`src/rtl/spi_pkg.sv`:
```
// Shared definitions for the SPI master: FSM state encoding, default divider and word width.
package spi_pkg;

    localparam int SPI_DEFAULT_CLK_DIV = 4;
    localparam int SPI_WORD_W          = 8;

    typedef enum logic [2:0] {
        IDLE = 3'd0,
        LEAD = 3'd1,
        HIGH = 3'd2,
        LOW  = 3'd3,
        HOLD = 3'd4,
        GAP  = 3'd5
    } spi_state_e;

    // States during which chip select is held low and the master reports busy.
    function automatic logic in_frame(input spi_state_e st);
        return (st == LEAD) || (st == HIGH) || (st == LOW) || (st == HOLD);
    endfunction

endpackage

```
`src/rtl/spi_half_tick.sv`:
```
// Reloadable half-period divider: tick pulses for one cycle every CLK_DIV cycles after a restart.
module spi_half_tick #(
    parameter int CLK_DIV = 4
) (
    input  logic clk,
    input  logic reset,
    input  logic restart,
    output logic tick
);
    logic [7:0] cnt_r;

    assign tick = (cnt_r == 8'(CLK_DIV - 1));

    // Divider count 0..CLK_DIV-1, forced back to zero when the FSM changes state.
    always_ff @(posedge clk or negedge reset) begin
        if (!reset) begin
            cnt_r <= 8'd0;
        end else if (restart || tick) begin
            cnt_r <= 8'd0;
        end else begin
            cnt_r <= cnt_r + 8'd1;
        end
    end

endmodule

```
`src/rtl/spi_master_ctrl.sv`:
```
// Mode-0 SPI master sending one word MSB-first per accepted start.
// Build option SPI_MASTER_LOOPBACK_EN feeds MOSI back into the receive path for self-test.
module spi_master_ctrl
    import spi_pkg::*;
#(
    parameter int CLK_DIV = SPI_DEFAULT_CLK_DIV,
    parameter int DATA_W  = SPI_WORD_W
) (
    input  logic              clk,
    input  logic              reset,
    input  logic              start,
    input  logic [DATA_W-1:0] masterDataToSend,
    output logic [DATA_W-1:0] masterDataReceived,
    output logic              busy,
    output logic              done,
    output logic              SCLK,
    output logic              CS,
    output logic              MOSI,
    input  logic              MISO
);
    localparam logic [3:0] BIT_LAST = 4'(DATA_W);

    spi_state_e        state_r;
    spi_state_e        state_s;
    logic              tick_s;
    logic              restart_s;
    logic              rx_bit_s;
    logic              accept_s;
    logic              high_entry_s;
    logic              shift_tx_s;
    logic              finish_s;
    logic [DATA_W-1:0] tx_r;
    logic [DATA_W-1:0] rx_r;
    logic [3:0]        bit_cnt_r;

`ifdef SPI_MASTER_LOOPBACK_EN
    logic unused_miso_s;
    assign unused_miso_s = MISO;
    assign rx_bit_s      = MOSI;
`else
    assign rx_bit_s = MISO;
`endif

    spi_half_tick #(
        .CLK_DIV(CLK_DIV)
    ) u_half_tick (
        .clk    (clk),
        .reset  (reset),
        .restart(restart_s),
        .tick   (tick_s)
    );

    // Next-state logic; the last HIGH goes straight to HOLD so SCLK falls for the 8th time there.
    always_comb begin
        state_s = state_r;
        case (state_r)
            IDLE: if (start) state_s = LEAD; else state_s = IDLE;
            LEAD: if (tick_s) state_s = HIGH; else state_s = LEAD;
            HIGH: begin
                if (!tick_s)                     state_s = HIGH;
                else if (bit_cnt_r >= BIT_LAST)  state_s = HOLD;
                else                             state_s = LOW;
            end
            LOW: begin
                if (!tick_s)                     state_s = LOW;
                else if (bit_cnt_r < BIT_LAST)   state_s = HIGH;
                else                             state_s = HOLD;
            end
            HOLD: if (tick_s) state_s = GAP; else state_s = HOLD;
            GAP:  if (tick_s) state_s = IDLE; else state_s = GAP;
            default: state_s = IDLE;
        endcase
    end

    assign restart_s    = (state_s != state_r);
    assign accept_s     = (state_r == IDLE) && (state_s == LEAD);
    assign high_entry_s = (state_r != HIGH) && (state_s == HIGH);
    assign shift_tx_s   = (state_r == HIGH) && (state_s == LOW);
    assign finish_s     = (state_r == HOLD) && (state_s == GAP);

    // State, datapath and pin registers; pins are decoded from the next state so they change with it.
    always_ff @(posedge clk or negedge reset) begin
        if (!reset) begin
            state_r            <= IDLE;
            tx_r               <= '0;
            rx_r               <= '0;
            bit_cnt_r          <= 4'd0;
            masterDataReceived <= '0;
            busy               <= 1'b0;
            done               <= 1'b0;
            SCLK               <= 1'b0;
            CS                 <= 1'b1;
            MOSI               <= 1'b0;
        end else begin
            state_r <= state_s;
            SCLK    <= (state_s == HIGH);
            CS      <= ~in_frame(state_s);
            busy    <= in_frame(state_s);
            done    <= finish_s;
            if (accept_s) begin
                tx_r      <= masterDataToSend;
                MOSI      <= masterDataToSend[DATA_W-1];
                bit_cnt_r <= 4'd0;
            end else if (high_entry_s) begin
                rx_r <= {rx_r[DATA_W-2:0], rx_bit_s};
                if (bit_cnt_r != BIT_LAST) begin
                    bit_cnt_r <= bit_cnt_r + 4'd1;
                end else begin
                    bit_cnt_r <= bit_cnt_r;
                end
            end else if (shift_tx_s) begin
                tx_r <= tx_r << 1;
                MOSI <= tx_r[DATA_W-2];
            end else if (finish_s) begin
                masterDataReceived <= rx_r;
            end else begin
                tx_r <= tx_r;
            end
        end
    end

endmodule

```
`config.mk`:
```
export PLATFORM = sky130hd
export DESIGN_NAME = spi_master_ctrl
export DESIGN_NICKNAME = d
export VERILOG_FILES = /design/src/rtl/spi_pkg.sv /design/src/rtl/spi_half_tick.sv /design/src/rtl/spi_master_ctrl.sv
export SDC_FILE = /design/constraint.sdc
export NUM_CORES = 1
export LEC_CHECK = 0
export ABC_AREA = 1
export CAP_MARGIN = 20
export CORE_UTILIZATION = 55
export CTS_CLUSTER_DIAMETER = 100
export DETAILED_ROUTE_END_ITERATION = 12
export GPL_ROUTABILITY_DRIVEN = 0
export PLACE_DENSITY = 0.82
export REMOVE_ABC_BUFFERS = 1
export SLEW_MARGIN = 30
export SYNTH_ARGS = -nofsm -noshare
export SYNTH_HDL_FRONTEND = slang
export SYNTH_SLANG_ARGS = --single-unit
export TNS_END_PERCENT = 10
```
`constraint.sdc`:
```
create_clock -name clk -period 1.75 [get_ports clk]
set_input_delay 0.35 -clock clk [delete_from_list [all_inputs] [get_ports clk]]
set_output_delay 0.35 -clock clk [all_outputs]
set_load 0.01 [all_outputs]
```
## Word-level counts from Yosys, hierarchy flattened

Cells that the tools add are included.

- Memory bits (writable): 0
- Bits in read-only memories: 0
- Output and inout port bits: 13
- Register bits after elaboration: 43
- Logic and storage cells: 69
- Latch bits: 0
- Input port bits: 12
- Memories kept: 0

- $add $sub $neg: 2
- Multiply operators: 0
- Mux-type cells: 19
- Div/mod/pow operators: 0
- Bitwise gates (word level): 4
- Equality and inequality tests: 15
- Reductions and logical operators: 16
- Shift operators: 0
- Magnitude comparators: 2

Operator list:

| cell | number |
|---|---|
| $mux 7 | 3 |
| $pmux 3 s6 | 1 |
| $mux 3 | 5 |
| $eq 3x2->1 const B | 4 |
| $eq 3x3->1 const B | 4 |
| $mux 4 | 3 |
| $add 8x1->8 const B | 1 |
| $eq 8x2->1 const B | 1 |
| $mux 8 | 1 |
| $eq 3x1->1 const B | 2 |
| $reduce_and 2->1 | 3 |
| $reduce_bool 2->1 | 3 |
| $mux 1 | 5 |
| $add 4x1->4 const B | 1 |
| $ge 4x4->1 const B | 1 |
| $logic_and 1x1->1 | 4 |
| $logic_or 1x1->1 | 4 |
| $lt 4x4->1 const B | 1 |
| $ne 4x4->1 const B | 1 |
| $not 1->1 | 4 |
| $reduce_and 4->1 | 1 |
| $logic_not 3->1 | 1 |
| $ne 3x2->1 const B | 1 |
| $ne 3x3->1 | 1 |
| other kinds (2) | 2 |

## Longest topological paths before layout

Gate-level depths: netlist (run 1).

- Depth in word-level cells: 9
- Gate-level depth with buffers: 13
- Gate-level depth less buffers: 12

## Modules after synthesis

Synthesis (run 1) repeated with hierarchy kept, for this count alone.

- Cells, all modules: 236
- Area total of the unflattened synthesis: 2077.0 µm²

Modules (own cells, without submodules):

| module | instances | cells each | area an instance (µm²) | sequential area each (µm²) |
|---|---|---|---|---|
| spi_master_ctrl | 1 | 177 | 1622.8 | 877.1 |
| spi_half_tick | 1 | 59 | 454.2 | 200.2 |

## Worst setup path before layout (run 1)

OpenSTA, ideal clock, no wires.

- Path type: register to register
- Start point: reg u_half_tick.cnt_r[0]
- End point: reg bit_cnt_r[3]
- Slack: 175 ps
- Arrival: 1509 ps
- Cell stages (with the launch flop): 14
- Data required time: 1684 ps
- Setup time: 66 ps
- Period minus slack after synthesis: 1575 ps
- Path buffers: 1
- Path through: dfrtp_1 -> ha_1 -> inv_1 -> nor2_1 -> nand2_1 -> nor2_2 -> nand2_2 -> inv_2 -> nor2_4 -> nand3_2 -> buf_6 -> nand2_2 -> nand3_1 -> nand2_1

- Cells in the longest elaborated chain, start to end: 7
- Elaborated cells between the ends (all ways): 15
- Classes of those cells: 3 x eq/ne; 7 x mux; 5 x reduce/logical

RTL lines:

| what | line | RTL |
|---|---|---|
| from (decl) | spi_half_tick.sv:10 | `logic [7:0] cnt_r;` |
| from (signal assigned) | spi_half_tick.sv:21 | `cnt_r <= cnt_r + 8'd1;` |
| $eq 8x2->1 (*) | spi_half_tick.sv:12 | `assign tick = (cnt_r == 8'(CLK_DIV - 1));` |
| $mux 3 (tied with other cells) | spi_master_ctrl.sv:70 | `GAP: if (tick_s) state_s = IDLE; else state_s = GAP;` |
| $pmux 3 s6 (*) | spi_master_ctrl.sv:56 | `case (state_r)` |
| $eq 3x1->1 or $eq 3x2->1 (tied branches) | spi_master_ctrl.sv:76, spi_master_ctrl.sv:77 |  |
| $logic_and 1x1->1 (on tied branches) | spi_master_ctrl.sv:76, spi_master_ctrl.sv:77 |  |
| $reduce_bool 2->1 (no source line) | - |  |
| $reduce_and 2->1 (no source line) | - |  |
| to (signal assigned) | spi_master_ctrl.sv:107 | `bit_cnt_r <= bit_cnt_r + 4'd1;` |
| to (signal assigned) | spi_master_ctrl.sv:109 | `bit_cnt_r <= bit_cnt_r;` |
| to (decl) | spi_master_ctrl.sv:34 | `logic [3:0] bit_cnt_r;` |

Every way passes the cells marked *; elsewhere a longest branch is shown, timed or not.
A chain may end at the register's enable or synchronous reset.

## Worst setup path after layout (run 1)

- Start point: reg u_half_tick.cnt_r[1]
- End point: reg masterDataReceived[5]

- Elaborated cells between the ends (all ways): 19
- Classes of those cells: 5 x eq/ne; 6 x mux; 3 x bitwise; 5 x reduce/logical

RTL lines:

| what | line | RTL |
|---|---|---|
| $eq 8x2->1 (*) | spi_half_tick.sv:12 |  |
| $mux 3 (tied with other cells) | spi_master_ctrl.sv:70 |  |
| $pmux 3 s6 (*) | spi_master_ctrl.sv:56 |  |
| $eq 3x3->1 (*) | spi_master_ctrl.sv:79 | `assign finish_s = (state_r == HOLD) && (state_s == GAP);` |
| $logic_and 1x1->1 (*) | spi_master_ctrl.sv:79 |  |
| via finish_s | spi_master_ctrl.sv:31 | `logic finish_s;` |
| $reduce_and 4->1 (no source line) (*) | - |  |
| to (signal assigned) | spi_master_ctrl.sv:115 | `masterDataReceived <= rx_r;` |
| to (decl) | spi_master_ctrl.sv:13 | `output logic [DATA_W-1:0] masterDataReceived,` |

The timed path passes the listed nets; every way through them passes the cells marked *.

==> results of run 1 <==
final timing paths:
check | from | end | slack (ns) | cells past startpoint
min in group asynchronous | reset | masterDataReceived[6] | 0.50 | 2
worst min register to register | masterDataReceived[7] | masterDataReceived[7] | 0.48 | 2
worst min-delay path | masterDataReceived[7] | masterDataReceived[7] | 0.48 | 2
worst max-delay path | u_half_tick.cnt_r[1] | masterDataReceived[5] | 0.02 | 12
max in group asynchronous | reset | u_half_tick.cnt_r[7] | 0.77 | 3
worst max register to register | u_half_tick.cnt_r[1] | masterDataReceived[5] | 0.02 | 12
cells in the final DEF (no fill, tap or decap):
cell,count
clkdlybuf4s50_1,23
inv_6,1
o211ai_1,2
buf_6,2
nor2_4,2
ha_1,2
clkinv_2,2
nand3_2,3
nand3_1,33
ha_4,1
nor3b_2,1
dfrtp_2,1
clkbuf_1,1
xor2_1,5
clkbuf_8,5
o21ai_0,9
inv_1,22
nor3_1,3
dfrtp_1,41
o21ai_2,1
a21oi_1,3
nand4_1,4
dfstp_2,1
nor2_1,18
clkinvlp_4,1
buf_12,1
nor2_2,2
nor3_4,1
dlygate4sd3_1,1
o2111ai_1,1
buf_2,1
nor4_1,1
inv_2,5
buf_4,12
nand3_4,1
nand2_1,64
nand2_2,10
o21ai_1,3
critical path: cells and delay by family, from the launching register on:
kind / cells / cell delay (ns)
fa+ha+maj: 1 / 0.17
buf+inv: 3 / 0.22
flops: 1 / 0.42
simple gates: 8 / 0.87
logic make-up after synthesis:
kind of cell	share of synthesized area
AO/OA/AOI/OAI	0.0503
adder cells (fa/ha/maj)	0.0182
buffers and inverters	0.0636
XOR/XNOR	0.0212
flip-flops	0.522
AND/OR/NAND/NOR	0.325
power by group:
part	total (mW)	internal (mW)	switching, mW	leakage (nW)
clock	0.615	0.279	0.337	0.0412
sequential	1.00	1.00	0.00469	0.515
combinational	0.0578	0.0296	0.0282	0.702
total	1.68	1.31	0.369	1.26
registers in the layout, summed over array words and instances, names as in the netlist:
name and cells:
masterDataReceived 8, rx_r 8, u_half_tick.cnt_r 8, tx_r 7
bit_cnt_r 4, state_r 3, CS 1, MOSI 1
SCLK 1, busy 1, done 1
routing by layer:
layer	routed length [um]	vias to the layer above	GRT usage
met2	1960	39	0.383
met5	0	-	0
met4	61	0	0.0852
met1	1960	815	0.302
li1	-	878	-
met3	144	5	0.0435
what timing repair did:
action                                 in CTS  in global routing
endpoints found under the hold margin      15                  0
buffers inserted                            0                  1
resized for setup                           0                 12
gates cloned                                0                  2
setup endpoints to repair                   5                 28
hold buffers                                1                  0
pin swaps                                   0                 12
area by class of cell:
cell class	instances	area (um^2)
clock buffer	6	72.6
clock inverter	2	12.5
fill	272	860
inverter	28	110
multi-input combinational	170	895
sequential	43	1080
tap	46	57.6
timing repair buffer	40	378
timing repair inverter	1	5.00
==> flow_summary.ini, run 1 <==
[outcome]
status = finished clean

[timing]
period_needed_ns = 1.73
whs_ns = 0.482
fmax_mhz = 580
finalSetupViolations = 0
drv_slew = 0
layout_setup_ws_ns = 0.0245
fin_skew_ns = 0.00868
tightest_slew_ns = 0.757
fin_setup_tns_ns = 0
fin_crit_sh = 0.986
rsz0062_at_grt = yes
final_hold_viol_count = 0
max_slew_margin = 0.495

[die]
die_h_um = 63.3
die_w_um = 63.3
die-area_mm2 = 0.00400
rows = 21
ios = 25
start_util = 0.595
core_region_area_mm2 = 0.00347

[critical_path]
cpMaxStageDelayCell = dfrtp_1
cp_max_fo = 6
worst_ep_required_time_ns = 1.99
cp-end-kind = register
crit_top_cell = nand2_1
crit_chain = ha_4 > inv_2 > nor2_1 > nand2_1 > nor2_2 > nand2_2 > inv_2 > nor2_4 > buf_6 > nor3_4 > nand2_1 > nand2_1
criticalPathCategory = register to register
arrival_ns = 1.97
crit_path_start_kind = register
max_stage_delay_ns = 0.42

[cells_and_area]
drive_gt1_frac = 0.186
final_core_util = 0.752
syn2layout_area_growth_pct = 26.4
post-route-cell-area_mm2 = 0.00261
final_cells = 336
nNetsFinal = 304
antenna_cells = 0

[routing]
via_per_inst = 5.17
drc = 0
drtIter0Drc = 75
wl_per_cell_um = 12.3
ant_nets = 0
drtPass1Iterations = 5
vias = 1737
routed_wl_um = 4120

[clocking]
numCtsBuffers = 5
worst_skew_pair.late_latency_ns = 0.30
cts_buffer_depth = 2
cts_tree = built
clkTransAtPathRegs_ns = 0.08
htree_num_levels = 2
clock_sinks = 43
cts-root-buf = clkbuf_8

[global_routing]
grt_util_all_layers = 0.231
grt_pass1_vias = 1679
grt_first_pass_wirelength_um = 7220
grt_overflow = 0
antenna_found_initial = 0
grt_max_degree = 28

[placement]
io_buffer_count = 24
dp.cells = 324
dpl_cell_area_mm2 = 0.00245
dp_hpwl_um = 2880
place_ws_ns = -0.0127

[synthesis]
ys_seq_area_frac = 0.522
synth.distinct_cells = 26
synth.top_cell.area_share = 0.509
synth_largest_area_cell = dfrtp_1
ys.warnings.count = 0
synth_flop_cell = dfrtp_1
netlist_area_mm2 = 0.00206
synth.most_common_cell = nand2_1
synth-seq-cells = 43
netlist_top_cells_area = dfrtp_1 (51%), nand2_1 (12%), nand3_1 (8.0%)
synth_common_cells = nand2_1 (64), dfrtp_1 (42), nand3_1 (33), inv_1 (23), nor2_1 (18)
synth-edff-count = 0
synthCells = 244
ys_async_sr_fraction = 1.00
avgSynthCellArea_um2 = 8.46

[pwr]
power-per-cell-area_mw_per_mm2 = 643
peakVddDrop_mv = 0.581
power_mw = 1.68
p_leak_nw = 1.26

[job]
cap_violations = 0

[worst_hold_path]
min_path_type = register to register
No activity file was read; power rests on OpenSTA's default activity.
==> run 2, diff against run 1 <==
--- a/config.mk
+++ b/config.mk
@@ -6,12 +6,11 @@
 export NUM_CORES = 1
 export LEC_CHECK = 0
 export ABC_AREA = 1
-export CAP_MARGIN = 20
-export CORE_UTILIZATION = 55
+export CORE_UTILIZATION = 59
 export CTS_CLUSTER_DIAMETER = 100
 export DETAILED_ROUTE_END_ITERATION = 12
 export GPL_ROUTABILITY_DRIVEN = 0
-export PLACE_DENSITY = 0.82
+export PLACE_DENSITY = 0.87
 export REMOVE_ABC_BUFFERS = 1
 export SLEW_MARGIN = 30
 export SYNTH_ARGS = -nofsm -noshare
==> constraint.sdc (replaced) <==
create_clock -name clk -period 2.15 [get_ports clk]
set_input_delay 0.43 -clock clk [delete_from_list [all_inputs] [get_ports clk]]
set_output_delay 0.43 -clock clk [all_outputs]
set_load 0.01 [all_outputs]
==> run 2 against run 1 <==
Against the previous run: non-clock buffer count fell by 13; via count decreased by 1.1%; design area down 5.7%; sequential share of layout area grew 2.5 points; critical path depth decreased by 5; hold slack got worse by 0.45 ns; count of clock-buffer cells in the layout stayed put; fmax fell by 11%; routed wire length shrank 6.8%; combinational power decreased by 23%; core utilization is 1.5 points lower; register-to-register slack better by 0.18 ns; critical endpoint is now masterDataReceived[1].
==> flow_summary.ini, run 2 (synthesized netlist as in run 1, its figures left out) <==
[routing]
drtPass1Iterations = 4
via_per_inst = 5.35
wl_per_cell_um = 12.0
vias = 1718
drc = 0
drtIter0Drc = 135
ant_nets = 0
routed_wl_um = 3840

[global_routing]
antenna_found_initial = 0
grt_first_pass_wirelength_um = 6400
grt_overflow = 0
grt_pass1_vias = 1503
grt_util_all_layers = 0.238
grt_max_degree = 44

[critical_path]
crit_path_start_kind = register
worst_ep_required_time_ns = 2.41
cp_max_fo = 11
crit_top_cell = inv_1
cp-end-kind = register
crit_chain = ha_1 > inv_1 > nor3_1 > nand2_1 > inv_1 > nand4_1 > o21ai_0
criticalPathCategory = register to register
cpMaxStageDelayCell = dfrtp_1
arrival_ns = 2.20
max_stage_delay_ns = 0.41

[cells_and_area]
top_regs = masterDataReceived: 8 flops, rx_r: 8 flops, u_half_tick.cnt_r: 8 flops
antenna_cells = 0
final_cell_mix = nand2_1 (64), dfrtp_1 (42), nand3_1 (33), inv_1 (23), clkdlybuf4s50_1 (23)
layout_commonest_cell = nand2_1
drive_gt1_frac = 0.135
syn2layout_area_growth_pct = 19.2
nNetsFinal = 289

[timing]
fin_skew_ns = 0.00701
fin_crit_sh = 0.905
finalSetupViolations = 0
tightest_slew_ns = 0.713
fmax_mhz = 514
drv_slew = 0
max_slew_margin = 0.524
fin_setup_tns_ns = 0
rsz0062_at_grt = no
period_needed_ns = 1.95
final_hold_viol_count = 0

[placement]
io_buffer_count = 24
dp_hpwl_um = 2780

[clocking]
ctsResizeCount = 0
post_cts_buffers = 0
htree_num_levels = 2
cts_tree = built
clkTransAtPathRegs_ns = 0.12
cts_buffer_depth = 2
clock_sinks = 43
cts-root-buf = clkbuf_4
cts_hold_buf = 0
numCtsBuffers = 5
worst_skew_pair.late_latency_ns = 0.35

[outcome]
status = finished clean

[worst_hold_path]
min_path_type = input port to async pin

[die]
rows = 21
ios = 25
core_region_area_mm2 = 0.00334
die-area_mm2 = 0.00374
start_util = 0.619
die_w_um = 61.2
die_h_um = 61.2

[pwr]
peakVddDrop_mv = 0.424
p_leak_nw = 1.20
power-per-cell-area_mw_per_mm2 = 563
power_mw = 1.38

[job]
cap_violations = 0
[run 2: changes by cell type in the layout (fill, tap and decap cells not counted), moves of 2 or more]
cell / change
buf_4: -10
buf_6: -2
clkbuf_8: -4
clkbuf_4: +5
[run 2: final cells by class]
cell class	count	area, um^2
multi-input cells	169	863
fillers	270	877
clock buffers	6	51.3
flip-flops and latches	43	1080
clock inverters	2	35.0
repair buffers	27	270
well taps	46	57.6
inverters	28	105
[run 2: final timing paths]
kind	slack, ns	cells after the start	to	start
max in group asynchronous	1.87	2	CS	reset
min in group clk	0.49	2	masterDataReceived[2]	masterDataReceived[2]
worst min register to register	0.49	2	masterDataReceived[2]	masterDataReceived[2]
worst max-delay path	0.20	7	masterDataReceived[1]	u_half_tick.cnt_r[0]
worst max register to register	0.20	7	masterDataReceived[1]	u_half_tick.cnt_r[0]
worst min-delay path	0.04	2	u_half_tick.cnt_r[2]	reset
[run 2: layer usage]
layer,track usage,share of wire,up-vias
met5,0,0,-
met4,0.0942,0.015,0
met3,0.0672,0.057,8
met2,0.354,0.49,58
met1,0.330,0.44,805
li1,-,-,847
[run 2: through the flow]
step                      worst slack [ns]  hold WS (ns)  std cells  cell area, um^2  utilization
after global placement               0.341         0.418        313             2370        0.709
after CTS                            0.220        0.0300        321             2450        0.735
after detailed placement             0.287         0.426        313             2370        0.709
after floorplan                      0.497         0.134        240             2040            -
final                                0.205        0.0352        321             2460        0.737
after global routing                0.0705        0.0274        321             2460        0.737
[run 2: report_power, final]
part | total [mW] | leakage (nW) | internal [mW] | switching [mW]
combinational | 0.0444 | 0.640 | 0.0227 | 0.0217
clock | 0.522 | 0.0482 | 0.275 | 0.247
sequential | 0.818 | 0.517 | 0.814 | 0.00388
[run 2: worst max-delay path: cells and delay by family (launching register included)]
kind                     cells  cell delay, ns
AO/OA/AOI/OAI                1            0.31
adder cells (fa/ha/maj)      1            0.25
buffers and inverters        2            0.19
flip-flops                   1            0.41
AND/OR/NAND/NOR              3            0.70
==> run 3, diff against run 2 <==
--- a/config.mk
+++ b/config.mk
@@ -6,11 +6,11 @@
 export NUM_CORES = 1
 export LEC_CHECK = 0
 export ABC_AREA = 1
-export CORE_UTILIZATION = 59
+export CORE_UTILIZATION = 50
 export CTS_CLUSTER_DIAMETER = 100
 export DETAILED_ROUTE_END_ITERATION = 12
 export GPL_ROUTABILITY_DRIVEN = 0
-export PLACE_DENSITY = 0.87
+export PLACE_DENSITY = 0.76
 export REMOVE_ABC_BUFFERS = 1
 export SLEW_MARGIN = 30
 export SYNTH_ARGS = -nofsm -noshare
==> run 3 against run 2 <==
Against the previous run: clock power decreased by 4%; clock skew decreased by 0.0037 ns; first-iteration DRC count increased by 52%; critical path depth increased by 4; global-route usage decreased by 4.1 points; fmax increased by 2.5%; count of clock-buffer cells in the layout unchanged; sequential power about the same; die area increased by 17%; critical endpoint is now rx_r[6]; largest power group unchanged; highest routed layer unchanged.
==> flow_summary.ini, run 3 (synthesized netlist as in run 1, its figures left out) <==
[job]
cap_violations = 0

[global_routing]
grt_first_pass_wirelength_um = 6580
grt_util_all_layers = 0.197
grt_overflow = 0
grt_pass1_vias = 1518
grt_max_degree = 44
antenna_found_initial = 0

[clocking]
cts_buffer_depth = 2
cts_hold_buf = 0
ctsResizeCount = 0
numCtsBuffers = 5
worst_skew_pair.late_latency_ns = 0.29
cts-root-buf = clkbuf_8
htree_num_levels = 2
post_cts_buffers = 0
cts_tree = built
clock_sinks = 43
clkTransAtPathRegs_ns = 0.08

[die]
rows = 22
ios = 25
core_region_area_mm2 = 0.00380
die_w_um = 66.3
die_h_um = 66.3
start_util = 0.543
die-area_mm2 = 0.00439

[critical_path]
reg2reg_from = u_half_tick.cnt_r[0]
crit_end = rx_r[6]
r2r_cells = 11
crit_path_start_kind = register
cp-end-kind = register
worst_ep_required_time_ns = 2.36
criticalPathCategory = register to register
cp_max_fo = 11
arrival_ns = 2.11
r2r_slack_ns = 0.25
crit_start = u_half_tick.cnt_r[0]
r2r-end = rx_r[6]

[cells_and_area]
final_core_util = 0.641
top_regs = masterDataReceived: 8 flops, rx_r: 8 flops, u_half_tick.cnt_r: 8 flops
nNetsFinal = 288
drive_gt1_frac = 0.128
final_cells = 322
syn2layout_area_growth_pct = 17.9
antenna_cells = 0
final_cell_mix = nand2_1 (64), dfrtp_1 (42), nand3_1 (33), inv_1 (23), clkdlybuf4s50_1 (23)
layout_commonest_cell = nand2_1
multi_input_area_um2 = 856
nFillCells = 345
seq_area_mm2 = 0.00108

[routing]
drtIter0Drc = 205
via_per_inst = 5.16
routed_wl_um = 3610
drtPass1Iterations = 4
vias = 1661
wl_per_cell_um = 11.2
drc = 0
ant_nets = 0

[timing]
tightest_slew_ns = 0.674
fin_setup_tns_ns = 0
fin_skew_ns = 0.00336
finalSetupViolations = 0
fin_crit_sh = 0.883
final_hold_viol_count = 0
max_slew_margin = 0.550
fmax_mhz = 527
drv_slew = 0
rsz0062_at_grt = no
period_needed_ns = 1.90

[pwr]
p_leak_nw = 1.19
peakVddDrop_mv = 0.279
power_mw = 1.36
power-per-cell-area_mw_per_mm2 = 559

[placement]
dp_hpwl_um = 2560
io_buffer_count = 24
dp.cells = 314

[outcome]
status = finished clean

[worst_hold_path]
min_path_type = input port to async pin
## run 3: cell types whose count changed in the layout (fill, tap and decap cells not counted)
cell	delta
bufinv_16	-1
clkbuf_8	+4
clkbuf_4	-5
nand3_2	+1
clkbuf_1	+1
buf_12	-1
nand3_4	-1
clkinvlp_4	+1
## run 3: worst min-delay path by stage
| stage | startpoint | end | slack [ns] |
|---|---|---|---|
| floorplan | reset | MOSI | 0.13 |
| global placement | masterDataReceived[2] | masterDataReceived[2] | 0.46 |
| detailed placement | masterDataReceived[2] | masterDataReceived[2] | 0.46 |
| CTS | reset | bit_cnt_r[0] | 0.21 |
| global route | reset | bit_cnt_r[0] | 0.24 |
| finish | reset | tx_r[0] | 0.19 |
## run 3: metal layers
layer,up-vias,GRT usage,share of wire
met5,-,0,0
met4,0,0.0718,0.018
met3,6,0.0466,0.034
met2,31,0.286,0.43
met1,782,0.284,0.51
li1,842,-,-
## run 3: per-stage QoR
| stage | worst slack (ns) | hold WS [ns] | cell area (um^2) |
|---|---|---|---|
| 2_1_floorplan | 0.497 | 0.134 | 2040 |
| 3_3_place_gp | 0.324 | 0.463 | 2350 |
| 3_5_place_dp | 0.266 | 0.465 | 2350 |
| 4_1_cts | 0.252 | 0.213 | 2430 |
| 5_1_grt | 0.0561 | 0.239 | 2430 |
| 6_report | 0.253 | 0.189 | 2430 |
## run 3: critical path, stage by stage (launching register included)
cell,delay [ns]
dfrtp_1,0.39
ha_1,0.24
nand2_2,0.08
nor2_2,0.13
nand2_2,0.08
nand2_2,0.09
nand2_2,0.06
nor2_4,0.15
nand3_2,0.23
inv_2,0.21
nand2_1,0.07
o21ai_0,0.08
## run 3: cell type report
class                           instances  share of cell area
Clock buffer                            6              0.0298
Inverter                               28              0.0432
Timing Repair Buffer                   26               0.103
Sequential cell                        43               0.443
Tap cell                               48              0.0247
Clock inverter                          2             0.00514
Multi-Input combinational cell        169               0.352
## run 3: power by group
group	internal, mW	leakage [nW]	total (mW)	switching, mW
Sequential	0.814	0.517	0.817	0.00382
Combinational	0.0201	0.631	0.0406	0.0206
Clock	0.227	0.0412	0.503	0.276
